<file path="config.mk">
export PLATFORM = sky130hd
export DESIGN_NAME = voice_scheduler
export DESIGN_NICKNAME = d
export VERILOG_FILES = /design/src/rtl/synth_pkg.sv /design/src/rtl/phase_inc_rom.sv /design/src/rtl/voice_scheduler.sv
export SDC_FILE = /design/constraint.sdc
export NUM_CORES = 1
export LEC_CHECK = 0
export ABC_CLOCK_PERIOD_IN_PS = 23800
export CAP_MARGIN = 20
export CORE_ASPECT_RATIO = 2
export CORE_MARGIN = 2
export CORE_UTILIZATION = 40
export CTS_CLUSTER_SIZE = 10
export DETAILED_ROUTE_END_ITERATION = 6
export GPL_ROUTABILITY_DRIVEN = 0
export GPL_TIMING_DRIVEN = 0
export HOLD_SLACK_MARGIN = 0.12
export PLACE_DENSITY = 0.65
export SYNTH_ARGS = -nofsm -noshare
export SYNTH_HDL_FRONTEND = slang
export SYNTH_SLANG_ARGS = --single-unit
export TNS_END_PERCENT = 5
</file>
<file path="constraint.sdc">
create_clock -name clk -period 23.8 [get_ports clk]
set_clock_uncertainty 0.2 [all_clocks]
set_input_delay 7.14 -clock clk [delete_from_list [all_inputs] [get_ports clk]]
set_output_delay 7.14 -clock clk [all_outputs]
set_load 0.02 [all_outputs]
</file>
<file path="src/rtl/synth_pkg.sv">
// Shared types and constants for the synth voice path.
package synth_pkg;

    localparam int MIDI_W      = 7;
    localparam int PHASE_W     = 24;
    localparam int SAMPLE_RATE = 48000;

    typedef enum logic [1:0] {
        ST_IDLE  = 2'd0,
        ST_ALLOC = 2'd1,
        ST_SWEEP = 2'd2
    } state_e;

    typedef struct packed {
        logic               active;
        logic [MIDI_W-1:0]  midi;
        logic [PHASE_W-1:0] inc;
        logic [PHASE_W-1:0] phase;
    } voice_t;

    // Equal-tempered phase increment for a MIDI note (A4 = note 69 = 440 Hz).
    // Only ever evaluated at elaboration to build the constant ROM table.
    function automatic logic [PHASE_W-1:0] note_inc(input int n);
        real f;
        f = 440.0 * (2.0 ** ((real'(n) - 69.0) / 12.0)) * (2.0 ** PHASE_W)
            / real'(SAMPLE_RATE);
        return PHASE_W'($rtoi(f + 0.5));
    endfunction

endpackage

</file>
<file path="src/rtl/phase_inc_rom.sv">
// Registered 128-entry note -> phase increment lookup, one cycle latency.
module phase_inc_rom
    import synth_pkg::*;
(
    input  logic               clk,
    input  logic               rst,
    input  logic [MIDI_W-1:0]  i_addr,
    output logic [PHASE_W-1:0] o_data
);

    typedef logic [127:0][PHASE_W-1:0] rom_t;

    function automatic rom_t build_rom();
        rom_t t;
        for (int n = 0; n < 128; n++) begin
            t[n] = note_inc(n);
        end
        return t;
    endfunction

    localparam rom_t ROM_TABLE = build_rom();

    logic [PHASE_W-1:0] data_d, data_q;

    // Table read for the presented address.
    always_comb begin
        data_d = ROM_TABLE[i_addr];
    end

    // Output register gives the one-cycle lookup latency.
    always_ff @(posedge clk or posedge rst) begin
        if (rst) data_q <= '0;
        else     data_q <= data_d;
    end

    assign o_data = data_q;

endmodule

</file>
<file path="src/rtl/voice_scheduler.sv">
// Polyphonic voice allocator with per-slot phase accumulators, swept one
// slot per clock on each sample tick into a shared waveform stage.
module voice_scheduler
    import synth_pkg::*;
#(
    parameter int NUM_VOICES = 8,
    parameter int PHASE_W    = 24
) (
    input  logic                          clk,
    input  logic                          rst,
    input  logic                          i_tick,
    input  logic                          i_note_valid,
    input  logic                          i_note_on,
    input  logic [6:0]                    i_midi,
    output logic                          o_note_ready,
    output logic [PHASE_W-1:0]            o_phase,
    output logic [6:0]                    o_midi,
    output logic                          o_valid,
    output logic [$clog2(NUM_VOICES)-1:0] o_voice,
    output logic                          o_last,
    output logic                          o_overrun
);

    localparam int VW = $clog2(NUM_VOICES);

    state_e                    state_q, state_d;
    voice_t [NUM_VOICES-1:0]   voice_q, voice_d;
    logic   [VW-1:0]           idx_q, idx_d;
    logic   [VW-1:0]           steal_q, steal_d;
    logic   [6:0]              note_q, note_d;
    logic   [PHASE_W-1:0]      phase_q, phase_d;
    logic   [6:0]              midi_q, midi_d;
    logic                      valid_q, valid_d;
    logic   [VW-1:0]           voice_out_q, voice_out_d;
    logic                      last_q, last_d;
    logic                      overrun_q, overrun_d;

    logic   [PHASE_W-1:0]      rom_data;
    logic                      free_any;
    logic   [VW-1:0]           free_idx;
    logic   [VW-1:0]           tgt;
    logic                      accept;

    // A tick always wins the cycle, so events are refused while it is high.
    assign o_note_ready = (state_q == ST_IDLE) && !i_tick;
    assign accept       = i_note_valid && o_note_ready;

    phase_inc_rom u_rom (
        .clk    (clk),
        .rst    (rst),
        .i_addr (i_midi),
        .o_data (rom_data)
    );

    // Lowest-index inactive slot; scanning downward leaves the lowest hit.
    always_comb begin
        free_any = 1'b0;
        free_idx = '0;
        for (int i = NUM_VOICES - 1; i >= 0; i--) begin
            if (!voice_q[i].active) begin
                free_any = 1'b1;
                free_idx = VW'(i);
            end
        end
    end

    // Next-state, slot updates and sweep output staging.
    always_comb begin
        state_d     = state_q;
        voice_d     = voice_q;
        idx_d       = idx_q;
        steal_d     = steal_q;
        note_d      = note_q;
        phase_d     = phase_q;
        midi_d      = midi_q;
        voice_out_d = voice_out_q;
        valid_d     = 1'b0;
        last_d      = 1'b0;
        overrun_d   = i_tick && (state_q != ST_IDLE);
        tgt         = free_any ? free_idx : steal_q;

        case (state_q)
            ST_IDLE: begin
                if (i_tick) begin
                    state_d = ST_SWEEP;
                    idx_d   = '0;
                end else if (accept) begin
                    if (i_note_on) begin
                        // ROM address is i_midi directly; data lands in ALLOC.
                        note_d  = i_midi;
                        state_d = ST_ALLOC;
                    end else begin
                        for (int i = 0; i < NUM_VOICES; i++) begin
                            if (voice_q[i].active && voice_q[i].midi == i_midi)
                                voice_d[i].active = 1'b0;
                        end
                    end
                end
            end

            ST_ALLOC: begin
                // Steal pointer only advances when a live voice is taken.
                if (!free_any) steal_d = steal_q + 1'b1;
                voice_d[tgt].active = 1'b1;
                voice_d[tgt].midi   = note_q;
                voice_d[tgt].inc    = rom_data;
                voice_d[tgt].phase  = '0;
                state_d             = ST_IDLE;
            end

            ST_SWEEP: begin
                phase_d     = voice_q[idx_q].phase;
                midi_d      = voice_q[idx_q].midi;
                valid_d     = voice_q[idx_q].active;
                voice_out_d = idx_q;
                last_d      = (idx_q == VW'(NUM_VOICES - 1));
                if (voice_q[idx_q].active)
                    voice_d[idx_q].phase = voice_q[idx_q].phase + voice_q[idx_q].inc;
                if (idx_q == VW'(NUM_VOICES - 1)) begin
                    state_d = ST_IDLE;
                    idx_d   = '0;
                end else begin
                    idx_d = idx_q + 1'b1;
                end
            end

            default: state_d = ST_IDLE;
        endcase
    end

    // State and output registers; reset clears every slot and output.
    always_ff @(posedge clk or posedge rst) begin
        if (rst) begin
            state_q     <= ST_IDLE;
            voice_q     <= '0;
            idx_q       <= '0;
            steal_q     <= '0;
            note_q      <= '0;
            phase_q     <= '0;
            midi_q      <= '0;
            valid_q     <= 1'b0;
            voice_out_q <= '0;
            last_q      <= 1'b0;
            overrun_q   <= 1'b0;
        end else begin
            state_q     <= state_d;
            voice_q     <= voice_d;
            idx_q       <= idx_d;
            steal_q     <= steal_d;
            note_q      <= note_d;
            phase_q     <= phase_d;
            midi_q      <= midi_d;
            valid_q     <= valid_d;
            voice_out_q <= voice_out_d;
            last_q      <= last_d;
            overrun_q   <= overrun_d;
        end
    end

    assign o_phase   = phase_q;
    assign o_midi    = midi_q;
    assign o_valid   = valid_q;
    assign o_voice   = voice_out_q;
    assign o_last    = last_q;
    assign o_overrun = overrun_q;

endmodule

</file>
# Word level (Yosys, flattened, before mapping)
# Memories as Yosys holds them, arrays and structs flattened. A register that Yosys moved wholly into a read port is not among the register bits.
# Index checks and enable logic that the tools add are counted.
word_totals:
  ff_bits: 500
  mem_count: 1
  rom_bits: 3072
  out_inout_bits: 38
  in_bits: 12
memory_table:
  columns: ["memory", "depth", "word_bits", "read_ports", "rd_ports_with_merged_regs", "write_ports", "line", "source"]
  rows:
  - ["(name not given)", 128, 24, 1, 1, 0, "phase_inc_rom.sv:27", "data_d = ROM_TABLE[i_addr];"]
op_classes:
  n_addsub: 3
  bitwise_logic: 2
  n_lt_le_gt_ge: 4
  muxes: 93
  n_reduce_logical: 32
  n_eq_ne: 27
op_table:
  columns: ["operator", "count"]
  rows:
  - ["bitwise mux 448 bit", 5]
  - ["case mux 55 bit (2 select lines)", 8]
  - ["demux 56 bit (select 3 bit)", 5]
  - ["two-way mux 448 bit", 1]
  - ["binary-select mux 56 bit (select 3 bit)", 1]
  - ["two-way mux 56 bit", 2]
  - ["== test 7 bit", 8]
  - ["two-way mux 55 bit", 1]
  - ["two-way mux 24 bit", 2]
  - ["two-way mux 48 bit", 1]
  - ["AND reduction 6 bit", 8]
  - ["two-way mux 1 bit", 42]
  - ["two-way mux 3 bit", 11]
  - ["adder 24 bit", 1]
  - ["case mux 1 bit (3 select lines)", 8]
  - ["inequality test 2 x 1 -> 1 bit (second input constant)", 8]
  - ["logical AND 1 bit", 13]
  - ["inequality test 2 bit (second input constant)", 6]
  - ["less-than comparator 3 x 4 -> 1 bit (second input constant)", 2]
  - ["two-way mux 2 bit", 4]
  - ["adder 3 x 1 -> 3 bit (second input constant)", 2]
  - [">= comparator 3 x 1 -> 1 bit (second input constant)", 2]
  - ["inequality test 3 bit (second input constant)", 2]
  - ["case mux 3 bit (2 select lines)", 1]
  - ["12 further kinds", 17]

# Logic depth before layout (Yosys ltp)
# Gate-level depths: netlist (run 1).
logic_depth:
  depth_word: 18
  mapped_depth: 18
  depth_no_buf: 13

# Cells and area by module
# Synthesis (run 1) repeated with hierarchy kept, for this count alone.
unflattened:
  hier_cells: 2665
  hier_area_um2: 28188.3
by_module_without_submodules:
  columns: ["mod", "seq_area_each_um2", "area_each_um2", "cells_per_inst", "n_inst"]
  rows:
  - ["voice_scheduler", 12512.0, 24619.9, 2204, 1]
  - ["phase_inc_rom", 575.6, 3568.4, 461, 1]

# Least setup slack after synthesis (run 1)
# Ideal clock, no wire load.
synth_timing:
  path_kind: "input -> output"
  startpoint: "input port i_tick"
  endpoint: "output port o_note_ready"
  t_required_ps: 16460
  path_buffers: 0
  stages: 2
  arrival_time_ps: 7502
  path_slack_ps: 8958
  path_cell_list: "nand2b_1 -> inv_1"
synth_via:
  elab_chain_cells: 2
synth_lines:
  columns: ["element", "line", "source"]
  rows:
  - ["start, declared", "voice_scheduler.sv:11", "input logic i_tick,"]
  - ["logical NOT 1 bit", "voice_scheduler.sv:45", "assign o_note_ready = (state_q == ST_IDLE) && !i_tick;"]
  - ["logical AND 1 bit", "voice_scheduler.sv:45", null]
  - ["end, declared", "voice_scheduler.sv:15", "output logic o_note_ready,"]
# No other way between the ends.

# Worst setup path in the final report (run 1)
# Ends and elaborated chain as after synthesis.

==> summary.md, run 1 <==
| Metric | Value |
|---|---|
| Synth warn | 0 |
| Vias in the first global route | 24110 |
| Dpl cells | 3751 |
| Crit-path max FO | 6 |
| CORE AREA | 0.07045 mm² |
| R2r setup slk | 16.91 ns |
| Cell Count, Final, Fillers Out | 3820 |
| Cell Pwr Density | 89.79 mW/mm² |
| Max-cap viol count | 0 |
| Worst Hold End | voice_q[85] |
| R2R Path End | voice_q[182] |
| Post-CTS Setup Inserts | 0 |
| Arr. time, crit path | 8.56 ns |
| Post-route ant nets | 0 |
| Synth cell types | 81 |
| Fmax | 0.06288 GHz |
| Clk slew on worst S/H paths | 0.06 ns |
| Die Ht | 380.3 µm |
| Synthesized Nets | 2844 |
| Bufs on Longest Clock Path | 3 |
| Final net count | 2954 |
| Die area | 0.07309 mm² |
| Hold Path Cell Cnt | 1 |
| Worst Max-Slew Pin Slew | 1.207 ns |
| Hold WC Path Type | reg -> reg |
| Syn Inst Count | 2791 |
| Dpl ws | 7.889 ns |
| Number of synthesized flops with an enable pin | 0 |
| Share of cells above drive strength 1 | 17.04% |
| DRC Markers | 93 |
| Router iterations before antenna repair | 7 |
| Worst Setup Slack, final | 7.896 ns |
| CP Launch Type | input port |
| Vias per inst | 6.387 |
| CP endpoint kind | output port |
| Starting Density | 40.21% |
| Post-synthesis sequential area ratio | 45.49% |
| Total Power | 2.837 mW |
| CTS Root Cell | clkbuf_16 |
| Slew margin rel. | 18.94% |
| Top_reg_cell synth | dfrtp_1 |
| Synthesis-to-finish area growth | 11.54% |
| GR Util All Layers | 27.19% |
| Most common cell in the synthesized netlist | dfrtp_1 |
| Final setup vio count | 0 |
| Seq. cell area | 0.01289 mm² |
| ANT cells | 0 |
| Critical path class | in -> out |
| Total leakage power | 13.82 nW |
| # rows | 138 |
| CTS tree | built |
| WL final | 100200 µm |
| Reg2reg start | idx_q[0] |
| HP Start | voice_q[85] |
| Status | finished with violations |
| Area of the multi-input gates | 0.01433 mm² |
| RSZ-0062 raised after global routing | false |
| Drt wl/cell | 26.22 µm |
| Die width | 192.2 µm |
| Synth top area share | 45.49% |
| Max-slew violation total from the final report | 0 |
| Initial drt markers | 3465 |
| # fillers | 6722 |
| Remaining global-route overflow | 0 |
| Post-DP HPWL | 71860 µm |
| Failing checks | DRC |
| IO Pins | 50 |
| Tcrit/Tclk final | 66.83% |
| Final hold slack | 0.2925 ns |
| Port Buffer Count | 46 |
| Final core occ | 44.85% |
| Register bit count reported by yosys | 515 |
| CTS buffer count | 58 |
| First-pass GRT wire length | 150200 µm |
| Worst-case reg-to-reg path depth | 16 |
| CTS Hold Bufs | 0 |
| Largest net degree at the start of global routing | 129 |
| Clock sinks | 515 |
| Post-synth top cells | 515 x dfrtp_1, 279 x mux2_2, 248 x o21ai_0 |
| CTS resizes | 0 |
| Req. time, crit path | 16.46 ns |
| Period minus WS final | 15.90 ns |
| Post-synth top area cell | dfrtp_1 |
| Total number of vias | 24400 |
| Synth area leaders | dfrtp_1 45%, mux2_2 11%, o21ai_0 4.4%, nand3_1 4.0%, mux2i_1 3.5% |
| Ys async rst share | 100.0% |
| Syn Area/Cell | 10.15 µm² |
| Fin. Hold Viols | 0 |
| Cell Area, Synth | 0.02833 mm² |
| Clk Latency, worst-skew pair | 0.63 ns |
| Initial antenna violation count | 1 |
| H-tree depth | 2 |
| Worst VDD drop | 69.99 µV |
==> final cells by class <==
type / instances / area share [%]
buffer: 245 / 3.291
clock buffer: 65 / 4.744
clock inverter: 4 / 0.1465
inverter: 21 / 0.2732
multi-input combinational: 2010 / 45.35
sequential: 515 / 40.79
tap: 910 / 3.604
timing repair buffer: 50 / 1.806
==> registers in the layout, summed over array words and instances (netlist names), 2 cells and up <==
| register | cells |
|---|---|
| o_midi | 7 |
| idx_q | 3 |
| state_q | 2 |
| voice_q | 440 |
| note_q | 7 |
| u_rom.o_data | 23 |
| o_voice | 3 |
| o_phase | 24 |
| steal_q | 3 |
==> per-stage QoR <==
step                      TNS (ns)  instance area [µm²]
after floorplan                  0                28330
after global placement    -1975.21                29930
after detailed placement         0                30050
after CTS                        0                31600
after global routing             0                31600
final                            0                31600
==> kinds of logic after synthesis <==
| family | after synthesis | synth area share (%) |
|---|---|---|
| AND/OR/NAND/NOR | 769 | 13.04 |
| AO/OA/AOI/OAI | 675 | 14.55 |
| XOR/XNOR | 73 | 2.257 |
| flip-flops | 515 | 45.49 |
| adder cells (fa/ha/maj) | 42 | 1.873 |
| buffers and inverters | 266 | 3.949 |
| multiplexers | 451 | 18.83 |
==> cell usage in the layout (no fill, tap or decap), types with 54 or more instances in the layout <==
master / n
xnor2_1: 65
mux2i_1: 98
nand3_1: 228
o21ai_0: 248
a31oi_1: 54
nand2_1: 224
clkbuf_1: 145
a21oi_1: 186
mux2_2: 279
clkbuf_16: 59
buf_2: 64
dfrtp_1: 515
nor2_1: 126
==> worst max path at each step <==
| stage | startpoint | to |
|---|---|---|
| final | i_tick | o_note_ready |
| after global routing | i_tick | o_note_ready |
| after CTS | i_tick | o_note_ready |
| after detailed placement | i_tick | o_note_ready |
| after global placement | rst | o_phase[2] |
| after floorplan | rst | idx_q[0] |
==> per-layer routing <==
metal,global-route usage [%],part of all wire [%],vias up
li1,-,-,10350
met1,36.24,39,12090
met2,41.55,45,1535
met3,6.788,10,416
met4,12.17,5.4,2
met5,0,0.014,-
==> critical path, cell delays in order <==
cell and delay (ns):
clkdlybuf4s50_1 0.44, nand2b_1 0.26, inv_1 0.12, clkdlybuf4s50_1 0.60
==> power breakdown <==
group	internal (mW)	switching, mW
clock	0.438	0.353
combinational	0.333	0.693
sequential	0.949	0.0714
Note: power is estimated with default switching activity, not from simulation.
==> run 2, diff against run 1 <==
--- a/config.mk
+++ b/config.mk
@@ -5,7 +5,7 @@
 export SDC_FILE = /design/constraint.sdc
 export NUM_CORES = 1
 export LEC_CHECK = 0
-export ABC_CLOCK_PERIOD_IN_PS = 23800
+export ABC_CLOCK_PERIOD_IN_PS = 13900
 export CAP_MARGIN = 20
 export CORE_ASPECT_RATIO = 2
 export CORE_MARGIN = 2
@@ -15,7 +15,7 @@
 export GPL_ROUTABILITY_DRIVEN = 0
 export GPL_TIMING_DRIVEN = 0
 export HOLD_SLACK_MARGIN = 0.12
-export PLACE_DENSITY = 0.65
+export PLACE_DENSITY = 0.67
 export SYNTH_ARGS = -nofsm -noshare
 export SYNTH_HDL_FRONTEND = slang
 export SYNTH_SLANG_ARGS = --single-unit
==> constraint.sdc (replaced) <==
create_clock -name clk -period 13.9 [get_ports clk]
set_clock_uncertainty 0.2 [all_clocks]
set_input_delay 4.17 -clock clk [delete_from_list [all_inputs] [get_ports clk]]
set_output_delay 4.17 -clock clk [all_outputs]
set_load 0.02 [all_outputs]
==> run 2 against run 1 <==
The run still ends with DRC left; sequential cell count did not move; global-route usage fell by 0.095 points; critical path depth did not move; sequential power rose by 72%; sequential share of layout area fell by 0.22 points; total power rose by 71%; register-to-register slack got worse by 10 ns; combinational power rose by 71%; cell count rose by 0.24%; wire length fell by 0.39%; via count rose by 1.2%; worst hold slack got worse by 0.0041 ns; largest power group unchanged.
==> summary.md, run 2 (synthesized netlist as in run 1, its figures left out) <==
| Metric | Value |
|---|---|
| Slowest CP cell | clkdlybuf4s50_1 |
| Setup_tns | 0 ns |
| Die Ht | 380.3 µm |
| Final setup vio count | 0 |
| Dpl cells | 3762 |
| Period minus WS final | 10.01 ns |
| Post-DP HPWL | 71600 µm |
| Vias per inst | 6.448 |
| Crit path buf inv count | 3 |
| Met2 usage | 40.85% |
| Remaining global-route overflow | 0 |
| Vias in the first global route | 23920 |
| # rows | 138 |
| Hold WC Path Type | reg -> reg |
| RSZ-0062 raised after global routing | false |
| DRC Markers | 112 |
| First-pass GRT wire length | 149800 µm |
| Family with the most delay on the worst path | buffers and inverters |
| Crit-path max FO | 6 |
| Commonest cells after routing, fill and taps aside | 515 x dfrtp_1, 279 x mux2_2, 248 x o21ai_0, 228 x nand3_1, 224 x nand2_1 |
| Post-route ant nets | 0 |
| Router iterations before antenna repair | 7 |
| GR peak layer | met2 |
| Arr. time, crit path | 5.64 ns |
| Clk slew on worst S/H paths | 0.06 ns |
| IO Pins | 50 |
| Bufs on Longest Clock Path | 3 |
| Commonest non-fill, non-tap cell in the layout | dfrtp_1 |
| Largest net degree at the start of global routing | 46 |
| Final net count | 2965 |
| Die area | 0.07309 mm² |
| Slew margin rel. | 12.26% |
| GR Util met3 | 7.231% |
| Worst VDD drop | 112.4 µV |
| CTS Hold Bufs | 0 |
| Failing checks | DRC |
| Initial drt markers | 3526 |
| Clock sinks | 515 |
| CTS buffer count | 57 |
| CP max stage delay | 0.61 ns |
| GR Util All Layers | 27.10% |
| Fmax | 0.09994 GHz |
| CTS tree | built |
| Total leakage power | 13.89 nW |
| Most common cell on crit path | clkdlybuf4s50_1 |
| Final core occ | 45.09% |
| Synthesis-to-finish area growth | 12.14% |
| Tcrit/Tclk final | 71.99% |
| CTS Root Cell | clkbuf_16 |
| Fin. Hold Viols | 0 |
| Share of cells above drive strength 1 | 17.35% |
| H-tree depth | 2 |
| Final hold slack | 0.2884 ns |
| Clk Latency, worst-skew pair | 0.63 ns |
| CORE AREA | 0.07045 mm² |
| Max-slew violation total from the final report | 0 |
| Status | finished with violations |
| Starting Density | 40.21% |
| Worst Max-Slew Pin Slew | 1.302 ns |
| CP endpoint kind | output port |
| Post-CTS Setup Inserts | 0 |
| Cell Count, Final, Fillers Out | 3829 |
| Drt wl/cell | 26.06 µm |
| Max reg flops | 440 |
| Port Buffer Count | 46 |
| Worst-path cell chain | clkdlybuf4s50_1, nand2b_1, inv_1, clkdlybuf4s50_1 |
| Grt met1 use | 35.57% |
| WL final | 99790 µm |
| Top reg by flops | voice_q |
| Req. time, crit path | 9.53 ns |
| Cell Pwr Density | 152.4 mW/mm² |
| Die width | 192.2 µm |
| Critical path class | in -> out |
| CTS resizes | 0 |
| Initial antenna violation count | 4 |
| Max-cap viol count | 0 |
| Total number of vias | 24690 |
| CP Launch Type | input port |
run 2: metal layers:
layer / part of all wire [%] / vias to the layer above
met5: 0.063 / -
met4: 6.4 / 8
li1: - / 10390
met3: 11 / 472
met1: 39 / 12100
met2: 44 / 1724
run 2: layout make-up:
type                            instances  area (µm²)
Multi-Input combinational cell       2010       14330
Tap cell                              910        1139
Buffer                                245        1040
Timing Repair Buffer                   62       770.7
Inverter                               21       82.58
Clock inverter                          2       38.79
Antenna cell                            2       5.005
Clock buffer                           62        1476
Fill cell                            6627       38680
Sequential cell                       515       12890
run 2: tightest hold or removal path: stages, from the launching register on:
cell and delay (ns):
dfrtp_1 0.34, nand3_1 0.06, nand2_1 0.06
run 2: through the flow:
stage | worst slack (ns) | cell area [µm²] | total power, mW
global route | 3.831 | 31760 | 5.008
detailed placement | 3.907 | 30240 | 3.474
global placement | -0.5864 | 29930 | 3.434
finish | 3.894 | 31770 | 4.842
CTS | 3.899 | 31750 | 4.799
floorplan | 2.536 | 28330 | 2.817
run 2: power breakdown:
part	switching [mW]	internal [mW]
sequential	0.122	1.62
clock	0.599	0.739
combinational	1.18	0.580
total	1.90	2.94
run 2: path summary, 6_finish.rpt:
path | start | to | slack [ns] | cells after the start
setup / recovery | i_tick | o_note_ready | 3.89 | 4
hold / removal | voice_q[352] | voice_q[352] | 0.29 | 2
setup reg to reg | idx_q[0] | voice_q[348] | 6.91 | 16
hold reg to reg | voice_q[352] | voice_q[352] | 0.29 | 2
max in group asynchronous | rst | o_voice[2] | 8.31 | 6
min in group asynchronous | rst | o_midi[3] | 3.74 | 2
==> RTL edit 1: new RTL, config.mk and constraints of run 2 <==
The parameter `NUM_VOICES` goes from 8 to 4.
--- a/src/rtl/voice_scheduler.sv
+++ b/src/rtl/voice_scheduler.sv
@@ -5,3 +5,3 @@
 #(
-    parameter int NUM_VOICES = 8,
+    parameter int NUM_VOICES = 4,
     parameter int PHASE_W    = 24
Interface: changed (resized o_voice); port bits go from 50 to 49. No check against the original RTL was run, so the function may have changed too.
==> RTL edit 1 against run 2 <==
- cell area down 40%
- total power down 34%
- worst hold slack worse by 13 ps
- critical endpoint unchanged
- largest cell class unchanged
- cell count down 40%
- area after synthesis down 40%
- combinational power down 28%
- routed wire length down 42%
- utilization up 0.57 points
- sequential cell count down 223
- register-to-register slack better by 2200 ps
- the run still ends with DRC left
- setup slack better by 76 ps
- non-clock buffer count down 122
- sequential share of layout area down 2.3 points
==> RTL edit 1: results (changes against run 2) <==
metric	value	unit	change
Synth area leaders	dfrtp_1 43%, mux2_2 8.6%, mux4_2 8.5%		
largest net degree at the start of global routing	139		+200%
post_cts resized	0		unchanged
Fill cells	3920		-41%
# nets final	1798		-39%
max FFs per register	220		-50%
share of the synthesized area in the top cell type	0.432		-0.0234
P_leak	8.32	nW	-40%
failing checks	DRC		
Residual DRC	11		-90%
asr flop ratio synth	1.00		unchanged
post-synthesis sequential area ratio	0.432		-0.0234
R2R cell count	11		-5
Post-Synthesis Net Count	1713		-40%
clk_lat worst skew	520	ps	-110 ps
status	complete, but fails checks		
top cell types by occurrence after synthesis	292 x dfrtp_1, 230 x nand2_1, 129 x mux2_2		
Hold Path Sink	voice_q[44]$_DFFE_PP0P_		
relative slew slack	0.357		+0.234
vias in the first global route	15400		-36%
Worst R2R Setup Slack	9090	ps	+2180 ps
WHS	275	ps	-13.2 ps
FF-to-FF Start	idx_q[1]$_DFFE_PP0P_		
Syn Area/Cell	10.2	µm²	+0.57%
Initial DRC Count	1479		-58%
HPWL Detailed	42600	µm	-40%
routed vias/inst	6.37		-1.3%
clock buffer depth	3		unchanged
CTS Buf Count	35		-39%
dpl ws	3980	ps	+71.4 ps
Port Buf Inserts	45		-2.2%
Global Route Usage Sum	0.269		-0.00240
critical path peak fanout	4		-2
initial antenna violation count	0		-4
diode count	0		-2
drt wl/cell	25.4	µm	-2.4%
Hold Crit Depth	2		unchanged
Crit path arrival time	5560	ps	-80 ps
# placed instances	2246		-40%
non-filler cells, final	2287		-40%
Worst Hold Launch	voice_q[44]$_DFFE_PP0P_		
first-pass GRT wire length	89400	µm	-40%
FF-to-FF End	voice_q[22]$_DFFE_PP0P_		
Max VDD drop	81.1	µV	-28%
share of layout cells above drive strength 1	0.187		+0.0131
[RTL edit 1: changes by cell type after synthesis, moves of 83 or more]
cell / delta
a21oi_1: -106
mux2_2: -150
nand3_1: -151
dfrtp_1: -223
o21ai_0: -137
clkbuf_1: -83
[RTL edit 1: stage by stage]
step                      utilization  total power [mW]  TNS, ps  instance area, µm²
after floorplan                     -              1.97        0               16900
after global placement          0.432              2.35  -479520               18100
after detailed placement        0.434              2.40        0               18100
after CTS                       0.456              3.21        0               19100
after global routing            0.457              3.37        0               19100
final                           0.457              3.21        0               19100
[RTL edit 1: area by class of cell]
| cell class | instances | area share |
|---|---|---|
| clock inverter | 3 | 0.00177 |
| inverter | 33 | 0.00689 |
| tap | 540 | 0.0354 |
| buffer | 137 | 0.0323 |
| multi-input combinational | 1197 | 0.466 |
| sequential | 292 | 0.383 |
| timing repair buffer | 48 | 0.0268 |
| clock buffer | 37 | 0.0479 |
[RTL edit 1: kinds of logic (layout without fill, tap and decap cells)]
| logic type | Yosys count | after routing | share of synthesized area |
|---|---|---|---|
| AO/OA/AOI/OAI | 395 | 395 | 0.152 |
| XOR/XNOR | 46 | 46 | 0.0238 |
| adder cells (fa/ha/maj) | 43 | 43 | 0.0321 |
| buffers and inverters | 170 | 258 | 0.0437 |
| flip-flops | 292 | 292 | 0.432 |
| multiplexers | 210 | 210 | 0.181 |
| AND/OR/NAND/NOR | 503 | 503 | 0.136 |
[RTL edit 1: worst max-delay path by stage]
stage,depth (start not counted),slack (ps),start,endpoint
6_report,4,3970,i_tick,o_note_ready
5_1_grt,4,3930,i_tick,o_note_ready
4_1_cts,4,3980,i_tick,o_note_ready
3_5_place_dp,4,3980,i_tick,o_note_ready
3_3_place_gp,2,-1700,rst,voice_q[63]$_DFFE_PP0P_
2_1_floorplan,1,1470,rst,idx_q[0]$_DFFE_PP0P_
[RTL edit 1: worst max-delay path, stage by stage]
cell and delay, ps:
clkdlybuf4s50_1 460, nand2b_1 220, inv_2 110, clkdlybuf4s50_1 600
[RTL edit 1: where the power goes]
group	total (mW)	internal, mW	switching (mW)
Sequential	1.13	1.02	0.118
Combinational	1.27	0.474	0.792
Clock	0.812	0.464	0.347
Total	3.21	1.96	1.26
[RTL edit 1: metal layers]
layer	wire length, µm	global-route usage	vias up
li1	-	-	6220
met1	17800	0.253	7046
met2	30300	0.489	890
met3	3790	0.0489	403
met4	6240	0.233	0
met5	0	0	-
==> RTL edit 2: new RTL, config.mk and constraints of run 2 <==
Made on the original files. Put one more register stage on the output `o_overrun`, with the module's reset. The value now appears one clock later. The other outputs are not delayed to match.
--- a/src/rtl/voice_scheduler.sv
+++ b/src/rtl/voice_scheduler.sv
@@ -164,3 +164,9 @@
     assign o_last    = last_q;
-    assign o_overrun = overrun_q;
+    always_ff @(posedge clk or posedge rst) begin
+        if (rst) begin
+            o_overrun <= '0;
+        end else begin
+            o_overrun <= overrun_q;
+        end
+    end
 
Check against the original RTL: not settled (the Yosys comparison gave no result); the edit may change what the design does.
==> RTL edit 2 against run 2 <==
- the flow still finishes with violations (DRC)
- area after synthesis down 2.6%
- sequential power about the same
- cell area down 2.3%
- critical path depth unchanged
- sequential cell count up 1
- non-clock buffer count down 20
- total power down 0.52%
- setup slack worse by 46 ps
- fmax down 0.45%
- count of clock-buffer cells in the layout down 4
- routed wire length up 7.8%
- largest cell class unchanged
==> RTL edit 2: results (changes against run 2) <==
metric	value	unit	change
status	complete, but fails checks		
failing checks	DRC		
Port Buf Inserts	48		+4.3%
post-synthesis cell type count	80		-1.2%
FF-to-FF Start	idx_q[2]$_DFFE_PP0P_		
FF-to-FF End	voice_q[128]$_DFFE_PP0P_		
largest net degree at the start of global routing	42		-8.7%
Crit path arrival time	5680	ps	+40 ps
P_leak	13.6	nW	-1.9%
combinational power share	0.357		-0.006
vias in the first global route	24100		+0.82%
Flop pwr share	0.363		+0.002
initial antenna violation count	0		-4
Max VDD drop	118	µV	+5.2%
Worst Hold Launch	overrun_q$_DFF_PP0_		
R2R cell count	14		-2
Post-Synthesis Net Count	2712		-4.6%
Yosys warning count	0		unchanged
Hold Crit Depth	0		-2
Clk pin slew, worst setup/hold paths	60	ps	about the same
post-synthesis sequential area ratio	0.468		+0.0128
Global Route Usage Sum	0.304		+0.0332
relative slew slack	0.168		+0.0456
Worst R2R Setup Slack	6980	ps	+70 ps
Hold Path Sink	o_overrun$_DFF_PP0_		
highest routed layer	met4		
top cell types by occurrence after synthesis	516 x dfrtp_1, 289 x mux2_2, 255 x o21ai_0		
share of layout cells above drive strength 1	0.187		+0.0140
GR Util met2	0.537		+0.129
Post-DP Area	0.0295	mm²	-2.4%
routed vias/inst	6.30		-2.3%
switching power total	1.89	mW	-0.70%
met2 WL	54200	µm	+23%
met1 Use GR	0.292		-0.0640
met3 Usage GRT	0.0582		-0.0142
Synth area leaders	dfrtp_1 47%, mux2_2 12%, o21ai_0 4.6%		
CP startpoint	i_tick		
drt wl/cell	29.2	µm	+12%
P_int	2.93	mW	-0.40%
Initial DRC Count	2322		-34%
wl on met1	33000	µm	-14%
first-pass GRT wire length	159000	µm	+5.9%
# nets final	2837		-4.3%
clk_lat worst skew	620	ps	
Residual DRC	33		-71%
HPWL Detailed	78500	µm	+9.7%
WL met3	7500	µm	-31%
## RTL edit 2: per-stage QoR
stage	util	std cells	setup TNS, ps	worst slack (ps)	hold slack (ps)
after floorplan	-	2659	0	2520	131
after global placement	0.426	3604	-440770	-974	138
after detailed placement	0.430	3620	0	3840	138
after CTS	0.452	3680	0	3830	151
after global routing	0.452	3682	0	3800	167
final	0.452	3684	0	3850	147
## RTL edit 2: cells by family after synthesis
group / count (synthesis) / synth area share
flip-flops: 516 / 0.468
AO/OA/AOI/OAI: 662 / 0.143
buffers and inverters: 245 / 0.0382
multiplexers: 460 / 0.198
XOR/XNOR: 78 / 0.0247
adder cells (fa/ha/maj): 42 / 0.0192
AND/OR/NAND/NOR: 656 / 0.108
## RTL edit 2: layout make-up
class,instances,area [µm²]
Buffer,221,963
Inverter,24,93.8
Clock buffer,58,1450
Clock inverter,2,46.3
Antenna cell,2,5.00
Multi-Input combinational cell,1898,13600
Fill cell,6448,37500
Timing Repair Buffer,66,796
Sequential cell,516,12900
Tap cell,897,1120
